===== config.mk =====
export PLATFORM = sky130hd
export DESIGN_NAME = systolic_feeder
export DESIGN_NICKNAME = d
export VERILOG_FILES = /design/src/rtl/systolic_feeder.sv
export SDC_FILE = /design/constraint.sdc
export NUM_CORES = 1
export LEC_CHECK = 0
export BUFFER_PORTS_ARGS = -buffer_cell sky130_fd_sc_hd__buf_4
export CAP_MARGIN = 0
export CORE_MARGIN = 1
export CORE_UTILIZATION = 25
export CTS_CLUSTER_DIAMETER = 120
export DETAILED_ROUTE_END_ITERATION = 8
export GPL_TIMING_DRIVEN = 0
export PLACE_DENSITY = 0.53
export SETUP_SLACK_MARGIN = 0.4
export SLEW_MARGIN = 30
export SYNTH_ARGS = -nofsm -noshare
export SYNTH_HDL_FRONTEND = slang
export SYNTH_SLANG_ARGS = --single-unit

===== constraint.sdc =====
create_clock -name clk -period 3.3 [get_ports clk]
set_input_delay 0.33 -clock clk [delete_from_list [all_inputs] [get_ports clk]]
set_output_delay 0.33 -clock clk [all_outputs]
set_load 0.005 [all_outputs]

===== src/rtl/systolic_feeder.sv =====
// Operand feeder for an N1xN2 systolic array: sequences one tile of M steps,
// captures A/B read data and skews lane i by i cycles before the array edge.

module systolic_feeder_skew_lane #(
    parameter int unsigned DEPTH = 1,
    parameter int unsigned DW    = 8
) (
    input  logic          clk,
    input  logic          rst,
    input  logic          in_valid,
    input  logic [DW-1:0] in_data,
    output logic          out_valid,
    output logic [DW-1:0] out_data
);

    logic [DW-1:0]    data_q [DEPTH];
    logic [DEPTH-1:0] valid_q;

    always_ff @(posedge clk or negedge rst) begin
        if (!rst) begin
            for (int unsigned i = 0; i < DEPTH; i++) begin
                data_q[i] <= '0;
            end
            valid_q <= '0;
        end else begin
            data_q[0]  <= in_data;
            valid_q[0] <= in_valid;
            for (int unsigned i = 1; i < DEPTH; i++) begin
                data_q[i]  <= data_q[i-1];
                valid_q[i] <= valid_q[i-1];
            end
        end
    end

    assign out_valid = valid_q[DEPTH-1];
    assign out_data  = data_q[DEPTH-1];

endmodule

module systolic_feeder #(
    parameter int N1 = 4,
    parameter int N2 = 4,
    parameter int M  = 8,
    parameter int DW = 8
) (
    input  logic             clk,
    input  logic             rst,
    input  logic             start,
    input  logic [N1*DW-1:0] rd_data_A,
    input  logic [N2*DW-1:0] rd_data_B,
    output logic             enable_row_count,
    output logic             clear_acc,
    output logic [N1*DW-1:0] a_out,
    output logic [N1-1:0]    a_valid,
    output logic [N2*DW-1:0] b_out,
    output logic [N2-1:0]    b_valid,
    output logic             busy,
    output logic             tile_done
);

    localparam int MAXN      = (N1 > N2) ? N1 : N2;
    localparam int DRAIN_LEN = MAXN + 2;
    localparam int KW        = $clog2(M + MAXN + 2);

    typedef enum logic [1:0] {IDLE, FEED, DRAIN} state_t;

    state_t          state;
    logic [KW-1:0]   k;
    logic            cap_valid;
    logic [N1*DW-1:0] cap_a;
    logic [N2*DW-1:0] cap_b;

    always_ff @(posedge clk or negedge rst) begin
        if (!rst) begin
            state            <= IDLE;
            k                <= '0;
            busy             <= 1'b0;
            enable_row_count <= 1'b0;
            clear_acc        <= 1'b0;
            tile_done        <= 1'b0;
        end else begin
            tile_done <= 1'b0;
            clear_acc <= 1'b0;
            case (state)
                IDLE: begin
                    k <= '0;
                    if (start) begin
                        state            <= FEED;
                        busy             <= 1'b1;
                        enable_row_count <= 1'b1;
                        clear_acc        <= 1'b1;
                    end
                end
                FEED: begin
                    if (k == KW'(M - 1)) begin
                        state            <= DRAIN;
                        k                <= '0;
                        enable_row_count <= 1'b0;
                    end else begin
                        k <= k + 1'b1;
                    end
                end
                DRAIN: begin
                    if (k == KW'(DRAIN_LEN - 1)) begin
                        state <= IDLE;
                        k     <= '0;
                        busy  <= 1'b0;
                    end else begin
                        k         <= k + 1'b1;
                        tile_done <= (k == KW'(DRAIN_LEN - 2));
                    end
                end
                default: begin
                    state            <= IDLE;
                    k                <= '0;
                    busy             <= 1'b0;
                    enable_row_count <= 1'b0;
                end
            endcase
        end
    end

    // Read data lags its address by one cycle; the first skew stage is the capture register.
    always_ff @(posedge clk or negedge rst) begin
        if (!rst) begin
            cap_valid <= 1'b0;
        end else begin
            cap_valid <= enable_row_count;
        end
    end

    assign cap_a = cap_valid ? rd_data_A : '0;
    assign cap_b = cap_valid ? rd_data_B : '0;

    for (genvar i = 0; i < N1; i++) begin : g_a_lane
        systolic_feeder_skew_lane #(.DEPTH(i + 1), .DW(DW)) u_lane (
            .clk       (clk),
            .rst       (rst),
            .in_valid  (cap_valid),
            .in_data   (cap_a[i*DW +: DW]),
            .out_valid (a_valid[i]),
            .out_data  (a_out[i*DW +: DW])
        );
    end

    for (genvar j = 0; j < N2; j++) begin : g_b_lane
        systolic_feeder_skew_lane #(.DEPTH(j + 1), .DW(DW)) u_lane (
            .clk       (clk),
            .rst       (rst),
            .in_valid  (cap_valid),
            .in_data   (cap_b[j*DW +: DW]),
            .out_valid (b_valid[j]),
            .out_data  (b_out[j*DW +: DW])
        );
    end

endmodule


==> results of run 1 <==
logic make-up after synthesis:
kind of cell	count (synthesis)	synth area share, %
AOI/OAI and AO/OA	11	1.77
xor gates and xnor gates	2	0.313
adders and majority gates	8	1.79
buffers and inverters	66	8.19
DFF	175	78.3
muxes	1	0.268
and+or+nand+nor	83	9.33
flip-flops by register name (all words and copies together), names as in the netlist, 2 cells and up:
register,count
g_a_lane.u_lane.data_q,48
g_a_lane.u_lane.out_data,32
g_a_lane.u_lane.valid_q,2
g_b_lane.u_lane.data_q,48
g_b_lane.u_lane.out_data,32
g_b_lane.u_lane.valid_q,2
k,4
state,2
cell usage after synthesis, types with 2 or more instances:
| library cell | n |
|---|---|
| sky130_fd_sc_hd__dfrtp_1 | 175 |
| sky130_fd_sc_hd__nand3b_1 | 2 |
| sky130_fd_sc_hd__nand2b_1 | 5 |
| sky130_fd_sc_hd__nor2_1 | 3 |
| sky130_fd_sc_hd__ha_1 | 8 |
| sky130_fd_sc_hd__a21oi_1 | 3 |
| sky130_fd_sc_hd__clkbuf_1 | 6 |
| sky130_fd_sc_hd__and2_1 | 65 |
| sky130_fd_sc_hd__nand2_1 | 3 |
| sky130_fd_sc_hd__xor2_1 | 2 |
| sky130_fd_sc_hd__buf_4 | 56 |
| sky130_fd_sc_hd__inv_1 | 4 |
| sky130_fd_sc_hd__nor3b_2 | 2 |
placed cells by master (no fill, tap or decap), types with 3 or more instances in the layout:
cell	synthesis	routed
sky130_fd_sc_hd__nor2_1	3	3
sky130_fd_sc_hd__inv_1	4	4
sky130_fd_sc_hd__a21oi_1	3	3
sky130_fd_sc_hd__nand2_1	3	3
sky130_fd_sc_hd__nand2b_1	5	5
sky130_fd_sc_hd__ha_1	8	8
sky130_fd_sc_hd__clkbuf_16	0	17
sky130_fd_sc_hd__dfrtp_1	175	175
sky130_fd_sc_hd__and2_1	65	65
sky130_fd_sc_hd__inv_6	0	7
sky130_fd_sc_hd__buf_4	56	197
sky130_fd_sc_hd__inv_8	0	3
sky130_fd_sc_hd__clkbuf_1	6	6
path summary, 6_finish.rpt:
kind	from	to	slack (ns)	cells after the start
max	state[0]	state[0]	1.65	5
min	rd_data_B[3]	g_b_lane[0].u_lane.out_data[3]	0.12	2
max reg2reg	state[0]	state[0]	1.65	5
min reg2reg	g_a_lane[2].u_lane.data_q[9]	g_a_lane[2].u_lane.out_data[1]	0.34	0
max in group asynchronous	rst	g_a_lane[1].u_lane.out_data[0]	1.99	4
min in group asynchronous	rst	g_b_lane[2].u_lane.out_data[6]	0.36	2
worst max-delay path, delay by kind of cell, from the launching register on:
kind	cells	cell delay (ns)
AND/OR/NAND/NOR	1	0.14
flip-flops	1	0.41
adder cells (fa/ha/maj)	1	0.33
multiplexers	1	0.32
AO/OA/AOI/OAI	1	0.23
buffers and inverters	1	0.12
stage by stage:
stage | power [mW] | hold slack [ns] | std cells | util [%] | setup slack, ns
3_5_place_dp | 4.36 | 0.207 | 770 | 32.3 | 1.68
5_1_grt | 6.60 | 0.0936 | 803 | 34.9 | 1.57
6_report | 6.18 | 0.119 | 803 | 34.9 | 1.65
3_3_place_gp | 4.29 | 0.332 | 768 | 32.0 | 0.998
2_1_floorplan | 3.61 | 0.0344 | 346 | - | 1.85
4_1_cts | 6.31 | 0.0917 | 803 | 34.9 | 1.66
routing by layer:
metal | track usage, % | part of all wire [%] | vias to the layer above
met2 | 13.9 | 46 | 109
met1 | 11.5 | 45 | 1397
met5 | 0 | 0 | -
li1 | - | - | 1351
met3 | 3.77 | 7.7 | 15
met4 | 4.46 | 1.6 | 0
where the power goes:
| part | internal, mW | switching (mW) |
|---|---|---|
| Clock | 0.999 | 0.906 |
| Sequential | 2.71 | 0.215 |
| Combinational | 0.839 | 0.511 |
final cells by class:
class	instances	area, sq um	area share (%)
Clock buffer	17	425	5.57
Clock inverter	15	136	1.78
Sequential cell	175	4380	57.3
Tap cell	280	350	4.58
Buffer	62	443	5.80
Multi-Input combinational cell	105	753	9.86
Inverter	4	15.0	0.196
Timing Repair Buffer	145	1140	14.9
==> flow_summary.html, run 1 <==
<table>
<tr><th>Metric</th><th>Value</th></tr>
<tr><th colspan="2">Clock network</th></tr>
<tr><td>Clock Tree Buf Depth</td><td>2</td></tr>
<tr><td>Post-CTS resize count</td><td>0</td></tr>
<tr><td>Clock transition at the register clock pins on the worst setup and hold paths after CTS</td><td>0.07 ns</td></tr>
<tr><td>H-tree Lvls</td><td>4</td></tr>
<tr><td>Clock Sink Count</td><td>175</td></tr>
<tr><td>Master cell of the clock root buffer</td><td>sky130_fd_sc_hd__clkbuf_16</td></tr>
<tr><td>Clock insertion delay at the later pin of the skew report</td><td>0.42 ns</td></tr>
<tr><td>Clock buffer count from CTS</td><td>17</td></tr>
<tr><td>Post CTS Setup Buffer Count</td><td>0</td></tr>
<tr><td>TritonCTS clock tree</td><td>yes</td></tr>
<tr><td>Post-cts hold buffer count</td><td>1</td></tr>
<tr><th colspan="2">Logic synthesis</th></tr>
<tr><td>Cell type with the largest total area after synthesis</td><td>sky130_fd_sc_hd__dfrtp_1</td></tr>
<tr><td>Main flop type after synthesis</td><td>sky130_fd_sc_hd__dfrtp_1</td></tr>
<tr><td>Number of enable-type register cells in the synthesized netlist</td><td>0</td></tr>
<tr><td>FFs w/ async S/R, synth</td><td>100%</td></tr>
<tr><td>Main area contributors after synthesis</td><td>sky130_fd_sc_hd__dfrtp_1 (78%), sky130_fd_sc_hd__buf_4 (7.5%), sky130_fd_sc_hd__and2_1 (7.3%), sky130_fd_sc_hd__ha_1 (1.8%), sky130_fd_sc_hd__nand2b_1 (0.56%)</td></tr>
<tr><td>Proportion of synthesized chip area in sequential cells</td><td>78.3%</td></tr>
<tr><td>Share of Yosys cell area claimed by the top area cell type</td><td>78.3%</td></tr>
<tr><td>Mapped cell area</td><td>5590 sq um</td></tr>
<tr><td>Mean instance size in the synthesized netlist</td><td>16.2 sq um</td></tr>
<tr><td>Total of flip-flops plus latches after synthesis</td><td>175</td></tr>
<tr><td>Synthesized instance count</td><td>346</td></tr>
<tr><td>Library cells used by synthesis</td><td>25</td></tr>
<tr><td>Yosys warnings</td><td>0</td></tr>
<tr><td>Post-Syn Nets</td><td>421</td></tr>
<tr><th colspan="2">Setup path</th></tr>
<tr><td>Crit Path Class</td><td>flop to flop</td></tr>
<tr><td>Critical path peak fanout</td><td>8</td></tr>
<tr><td>Endpoint required time on the critical path</td><td>3.60 ns</td></tr>
<tr><td>Launching element type of the critical path</td><td>flop</td></tr>
<tr><td>CP Data Arrival Time</td><td>1.95 ns</td></tr>
<tr><td>Cell-by-cell listing of the critical path</td><td>inv_1 -&gt; ha_1 -&gt; nor2_1 -&gt; o2111ai_4 -&gt; mux2_4</td></tr>
<tr><td>Maximum single-stage delay on the critical path</td><td>0.41 ns</td></tr>
<tr><td>Setup crit end kind</td><td>flop</td></tr>
<tr><td>Slowest-stage cell, CP</td><td>sky130_fd_sc_hd__dfrtp_1</td></tr>
<tr><th colspan="2">Job</th></tr>
<tr><td>Maxcap violations</td><td>0</td></tr>
<tr><th colspan="2">Power</th></tr>
<tr><td>Leakage power</td><td>3.97 nW</td></tr>
<tr><td>Max IR drop VDD</td><td>309 uV</td></tr>
<tr><td>Pwr Density</td><td>808 nW/um^2</td></tr>
<tr><th colspan="2">Cells and area</th></tr>
<tr><td>Share of layout cells above drive strength 1</td><td>45.3%</td></tr>
<tr><td>Count of fill cells added during filler insertion</td><td>2144</td></tr>
<tr><td>Post-route standard cell area excluding fillers</td><td>7640 sq um</td></tr>
<tr><td>Growth of design area from synthesis to finish</td><td>36.7%</td></tr>
<tr><td>Count of antenna diodes in the layout</td><td>0</td></tr>
<tr><td>Count of nets after finishing</td><td>585</td></tr>
<tr><th colspan="2">Placement</th></tr>
<tr><td>Number of buffers inserted by port buffering</td><td>142</td></tr>
<tr><td>Half-perimeter wire length after detailed placement</td><td>6.82 mm</td></tr>
<tr><td>Gpl congestion</td><td>0.708</td></tr>
<tr><td>Post-detailed-placement cell area</td><td>7070 sq um</td></tr>
<tr><th colspan="2">Die</th></tr>
<tr><td>X dimension of the die</td><td>152 microns</td></tr>
<tr><td>Area of the die</td><td>23000 sq um</td></tr>
<tr><td>Initial core utilization</td><td>25.5%</td></tr>
<tr><td>Die Y</td><td>152 microns</td></tr>
<tr><td>IO Pins</td><td>143</td></tr>
<tr><td>CORE AREA</td><td>21900 sq um</td></tr>
<tr><td>Placement Rows</td><td>54</td></tr>
<tr><th colspan="2">Timing</th></tr>
<tr><td>Max-slew violation count</td><td>0</td></tr>
<tr><td># setup viols final</td><td>0</td></tr>
<tr><td>Post-Route Skew</td><td>0.00711 ns</td></tr>
<tr><td>Actual transition at the worst max-transition pin</td><td>0.521 ns</td></tr>
<tr><td>Period utilization</td><td>50.0%</td></tr>
<tr><td>RSZ-0062 raised after global routing</td><td>no</td></tr>
<tr><td>Headroom to the max-slew limit</td><td>65.2%</td></tr>
<tr><td>Count of endpoints failing hold in the final timing report</td><td>0</td></tr>
<tr><td>Time the worst path needs with I/O delays and setup</td><td>1.65 ns</td></tr>
<tr><td>Setup TNS</td><td>0 ns</td></tr>
<tr><td>Max Clk Rate</td><td>606 MHz</td></tr>
<tr><th colspan="2">Route</th></tr>
<tr><td># DRC</td><td>0</td></tr>
<tr><td>Antenna viol nets, final</td><td>0</td></tr>
<tr><td>Initial drt markers</td><td>77</td></tr>
<tr><td>Via density</td><td>3.58</td></tr>
<tr><td>Sum of routed wire length over all layers</td><td>9.71 mm</td></tr>
<tr><td>First-pass iteration count of the detailed router</td><td>4</td></tr>
<tr><td>Number of vias in the routed layout</td><td>2872</td></tr>
<tr><td>Routed length per placed instance</td><td>12.1 microns</td></tr>
<tr><th colspan="2">GRT</th></tr>
<tr><td>Antenna violations before repair</td><td>0</td></tr>
<tr><td>Global-route wire length before repair</td><td>15.5 mm</td></tr>
<tr><td>GRT Residual Overflow</td><td>0</td></tr>
<tr><td>Via count of the first global-routing pass</td><td>3084</td></tr>
<tr><td>Maximum number of pins on one net before global-route repair</td><td>84</td></tr>
<tr><td>GRT Total Usage</td><td>9.22%</td></tr>
<tr><th colspan="2">Min path</th></tr>
<tr><td>Worst min-delay path class</td><td>primary input to flop</td></tr>
<tr><th colspan="2">Status</th></tr>
<tr><td>Run status</td><td>finished clean</td></tr>
</table>
(Power assumes the default switching activity.)
==> run 2, diff against run 1 <==
- ABC_AREA: not set -> 1
- PLACE_DENSITY: 0.53 -> 0.54
- clock period: 3.3 -> 1.4 ns (I/O delays scaled with it)
==> run 2 against run 1 <==
  * The run now ends with DRC left
  * Core utilization up 6.5 points
  * Sequential power up 130%
  * Final cell count up 18%
  * First-iteration DRC count up 53%
  * Global-route usage up 1.1 points
  * Clock-buffer cell count up 3
  * Synthesized area up 0.85%
  * Sequential share of layout area down 9.1 points
  * Routed wire length up 13%
  * Total power up 150%
  * Critical path type is now flop to primary output
==> flow_summary.html, run 2 <==
<table>
<tr><th>Metric</th><th>Value</th></tr>
<tr><th colspan="2">GRT</th></tr>
<tr><td>Global-route wire length before repair</td><td>18.7 mm</td></tr>
<tr><td>Maximum number of pins on one net before global-route repair</td><td>73</td></tr>
<tr><td>Antenna violations before repair</td><td>0</td></tr>
<tr><td>GRT Residual Overflow</td><td>0</td></tr>
<tr><td>GRT Total Usage</td><td>10.3%</td></tr>
<tr><td>Via count of the first global-routing pass</td><td>3891</td></tr>
<tr><th colspan="2">Placement</th></tr>
<tr><td>Post-placement setup slack</td><td>0.185 ns</td></tr>
<tr><td>Half-perimeter wire length after detailed placement</td><td>6.95 mm</td></tr>
<tr><td>Gpl congestion</td><td>0.692</td></tr>
<tr><td>Number of buffers inserted by port buffering</td><td>142</td></tr>
<tr><th colspan="2">Logic synthesis</th></tr>
<tr><td>Proportion of synthesized chip area in sequential cells</td><td>77.7%</td></tr>
<tr><td>Total of flip-flops plus latches after synthesis</td><td>175</td></tr>
<tr><td>Most frequent cells after synthesis</td><td>sky130_fd_sc_hd__dfrtp_1 (175), sky130_fd_sc_hd__nand2_1 (78), sky130_fd_sc_hd__inv_1 (72)</td></tr>
<tr><td>Main flop type after synthesis</td><td>sky130_fd_sc_hd__dfrtp_1</td></tr>
<tr><td>FFs w/ async S/R, synth</td><td>100%</td></tr>
<tr><td>Yosys warnings</td><td>0</td></tr>
<tr><td>Number of enable-type register cells in the synthesized netlist</td><td>0</td></tr>
<tr><td>Mapped cell area</td><td>5640 sq um</td></tr>
<tr><td>Share of Yosys cell area claimed by the top area cell type</td><td>77.7%</td></tr>
<tr><td>Synthesized instance count</td><td>418</td></tr>
<tr><td>Main area contributors after synthesis</td><td>sky130_fd_sc_hd__dfrtp_1 (78%), sky130_fd_sc_hd__buf_4 (7.5%), sky130_fd_sc_hd__nand2_1 (5.2%), sky130_fd_sc_hd__inv_1 (4.8%), sky130_fd_sc_hd__ha_1 (1.8%)</td></tr>
<tr><td>Post-Syn Nets</td><td>493</td></tr>
<tr><td>Most common cell in the synthesized netlist</td><td>sky130_fd_sc_hd__dfrtp_1</td></tr>
<tr><td>Cell type with the largest total area after synthesis</td><td>sky130_fd_sc_hd__dfrtp_1</td></tr>
<tr><td>Library cells used by synthesis</td><td>17</td></tr>
<tr><td>Mean instance size in the synthesized netlist</td><td>13.5 sq um</td></tr>
<tr><th colspan="2">Die</th></tr>
<tr><td>X dimension of the die</td><td>152 microns</td></tr>
<tr><td>Initial core utilization</td><td>25.7%</td></tr>
<tr><td>IO Pins</td><td>143</td></tr>
<tr><td>Placement Rows</td><td>54</td></tr>
<tr><td>Area of the die</td><td>23200 sq um</td></tr>
<tr><td>CORE AREA</td><td>22000 sq um</td></tr>
<tr><td>Die Y</td><td>152 microns</td></tr>
<tr><th colspan="2">Job</th></tr>
<tr><td>Maxcap violations</td><td>0</td></tr>
<tr><th colspan="2">Timing</th></tr>
<tr><td>Time the worst path needs with I/O delays and setup</td><td>1.21 ns</td></tr>
<tr><td># setup viols final</td><td>0</td></tr>
<tr><td>Count of endpoints failing hold in the final timing report</td><td>0</td></tr>
<tr><td>RSZ-0062 raised after global routing</td><td>yes</td></tr>
<tr><td>Max Clk Rate</td><td>830 MHz</td></tr>
<tr><td>Period utilization</td><td>86.1%</td></tr>
<tr><td>Post-route setup slack</td><td>0.195 ns</td></tr>
<tr><td>Setup TNS</td><td>0 ns</td></tr>
<tr><td>Actual transition at the worst max-transition pin</td><td>0.379 ns</td></tr>
<tr><td>Max-slew violation count</td><td>0</td></tr>
<tr><td>Headroom to the max-slew limit</td><td>74.7%</td></tr>
<tr><td>Post-Route Skew</td><td>0.00934 ns</td></tr>
<tr><th colspan="2">Clock network</th></tr>
<tr><td>Clock Tree Buf Depth</td><td>2</td></tr>
<tr><td>Master cell of the clock root buffer</td><td>sky130_fd_sc_hd__clkbuf_16</td></tr>
<tr><td>Clock insertion delay at the later pin of the skew report</td><td>0.41 ns</td></tr>
<tr><td>Clock buffer count from CTS</td><td>17</td></tr>
<tr><td>H-tree Lvls</td><td>4</td></tr>
<tr><td>Clock Sink Count</td><td>175</td></tr>
<tr><td>Clock transition at the register clock pins on the worst setup and hold paths after CTS</td><td>0.07 ns</td></tr>
<tr><td>TritonCTS clock tree</td><td>yes</td></tr>
<tr><th colspan="2">Route</th></tr>
<tr><td>Antenna viol nets, final</td><td>0</td></tr>
<tr><td>Number of vias in the routed layout</td><td>3473</td></tr>
<tr><td># DRC</td><td>9</td></tr>
<tr><td>Via density</td><td>3.67</td></tr>
<tr><td>Initial drt markers</td><td>118</td></tr>
<tr><td>Sum of routed wire length over all layers</td><td>10.9 mm</td></tr>
<tr><td>Routed length per placed instance</td><td>11.6 microns</td></tr>
<tr><td>First-pass iteration count of the detailed router</td><td>6</td></tr>
<tr><th colspan="2">Status</th></tr>
<tr><td>Violations in the final reports</td><td>DRC</td></tr>
<tr><td>Run status</td><td>finished with violations</td></tr>
<tr><th colspan="2">Setup path</th></tr>
<tr><td>CP Data Arrival Time</td><td>1.07 ns</td></tr>
<tr><td>Endpoint required time on the critical path</td><td>1.26 ns</td></tr>
<tr><td>Launching element type of the critical path</td><td>flop</td></tr>
<tr><td>Critical path peak fanout</td><td>3</td></tr>
<tr><td>Setup crit end kind</td><td>primary output</td></tr>
<tr><td>Crit Path Class</td><td>flop to primary output</td></tr>
<tr><th colspan="2">Cells and area</th></tr>
<tr><td>Registers with the most flip-flops</td><td>g_a_lane.u_lane.data_q (48), g_b_lane.u_lane.data_q (48)</td></tr>
<tr><td>Commonest non-fill, non-tap cell in the layout</td><td>sky130_fd_sc_hd__dfrtp_1</td></tr>
<tr><td>Share of layout cells above drive strength 1</td><td>41.5%</td></tr>
<tr><td>Count of nets after finishing</td><td>729</td></tr>
<tr><td>Top library cells by usage in the layout, fill and taps aside</td><td>sky130_fd_sc_hd__dfrtp_1 (171), sky130_fd_sc_hd__buf_6 (131), sky130_fd_sc_hd__buf_4 (80)</td></tr>
<tr><td>Finished Core Util</td><td>41.4%</td></tr>
<tr><td>Count of antenna diodes in the layout</td><td>0</td></tr>
<tr><td>Growth of design area from synthesis to finish</td><td>61.1%</td></tr>
<tr><th colspan="2">Power</th></tr>
<tr><td>Pwr Density</td><td>1680 nW/um^2</td></tr>
<tr><td>Leakage power</td><td>4.96 nW</td></tr>
<tr><td>Max IR drop VDD</td><td>655 uV</td></tr>
<tr><th colspan="2">Min path</th></tr>
<tr><td>Worst min-delay path class</td><td>primary input to asynchronous set/reset pin</td></tr>
</table>
run 2: logic make-up (layout without fill, tap and decap cells):
kind of cell    after synthesis  after routing  share of synthesized area (%)
flops                       175            175                           77.7
fa+ha+maj                     8              8                           1.78
buf+inv                     136            385                           12.9
simple gates                 94             94                           6.95
xor+xnor                      2              2                          0.311
compound gates                3              3                          0.355
run 2: path summary, 6_finish.rpt:
path / start / end / slack (ns) / cells after the start
max in group asynchronous: rst / g_b_lane[2].u_lane.out_data[3] / 0.58 / 3
hold reg to reg: g_b_lane[2].u_lane.data_q[19] / g_b_lane[2].u_lane.data_q[11] / 0.34 / 0
hold / removal: rst / tile_done / 0.17 / 2
min in group clk: g_b_lane[2].u_lane.data_q[19] / g_b_lane[2].u_lane.data_q[11] / 0.34 / 0
setup / recovery: g_b_lane[2].u_lane.valid_q[1] / a_valid[1] / 0.19 / 2
setup reg to reg: k[1] / state[0] / 0.22 / 7
run 2: layout make-up:
class / count / area, sq um
fillers: 2012 / 12900
repair buffers: 217 / 2130
plain buffers: 63 / 679
well taps: 280 / 350
clock inverters: 12 / 130
multi-input cells: 107 / 683
flip-flops and latches: 175 / 4380
clock buffers: 20 / 457
inverters: 73 / 274
run 2: per-stage QoR:
stage	power, mW	hold slack, ns	std cells	cell area [sq um]
floorplan	7.97	-0.156	418	5640
global placement	9.36	0.327	840	7060
detailed placement	9.50	0.0219	842	7120
CTS	15.3	0.162	945	9010
global route	16.1	0.185	947	9080
finish	15.2	0.172	947	9080
run 2: routing by layer:
layer	track usage, %	routed length (microns)	vias up
li1	-	-	1636
met1	11.2	4260	1727
met2	18.2	5890	95
met3	3.36	551	15
met4	4.76	236	0
met5	0	0	-
run 2: worst max-delay path, cell delays in order, from the launching register on:
cell and delay (ns):
sky130_fd_sc_hd__dfrtp_1 0.40, sky130_fd_sc_hd__buf_4 0.14, sky130_fd_sc_hd__buf_6 0.11
run 2: where the power goes:
group          leakage [nW]  switching [mW]  internal, mW
clock                 0.282            1.98          2.59
combinational          2.35            1.53          2.48
sequential             2.34           0.482          6.18
run 2: what timing repair did:
item	in CTS	in global routing
hold buffers	66	0
gates resized for setup	161	13
buffers inserted	5	2
hold endpoints to repair	241	0
pin swaps	9	4
setup endpoints to repair	145	129
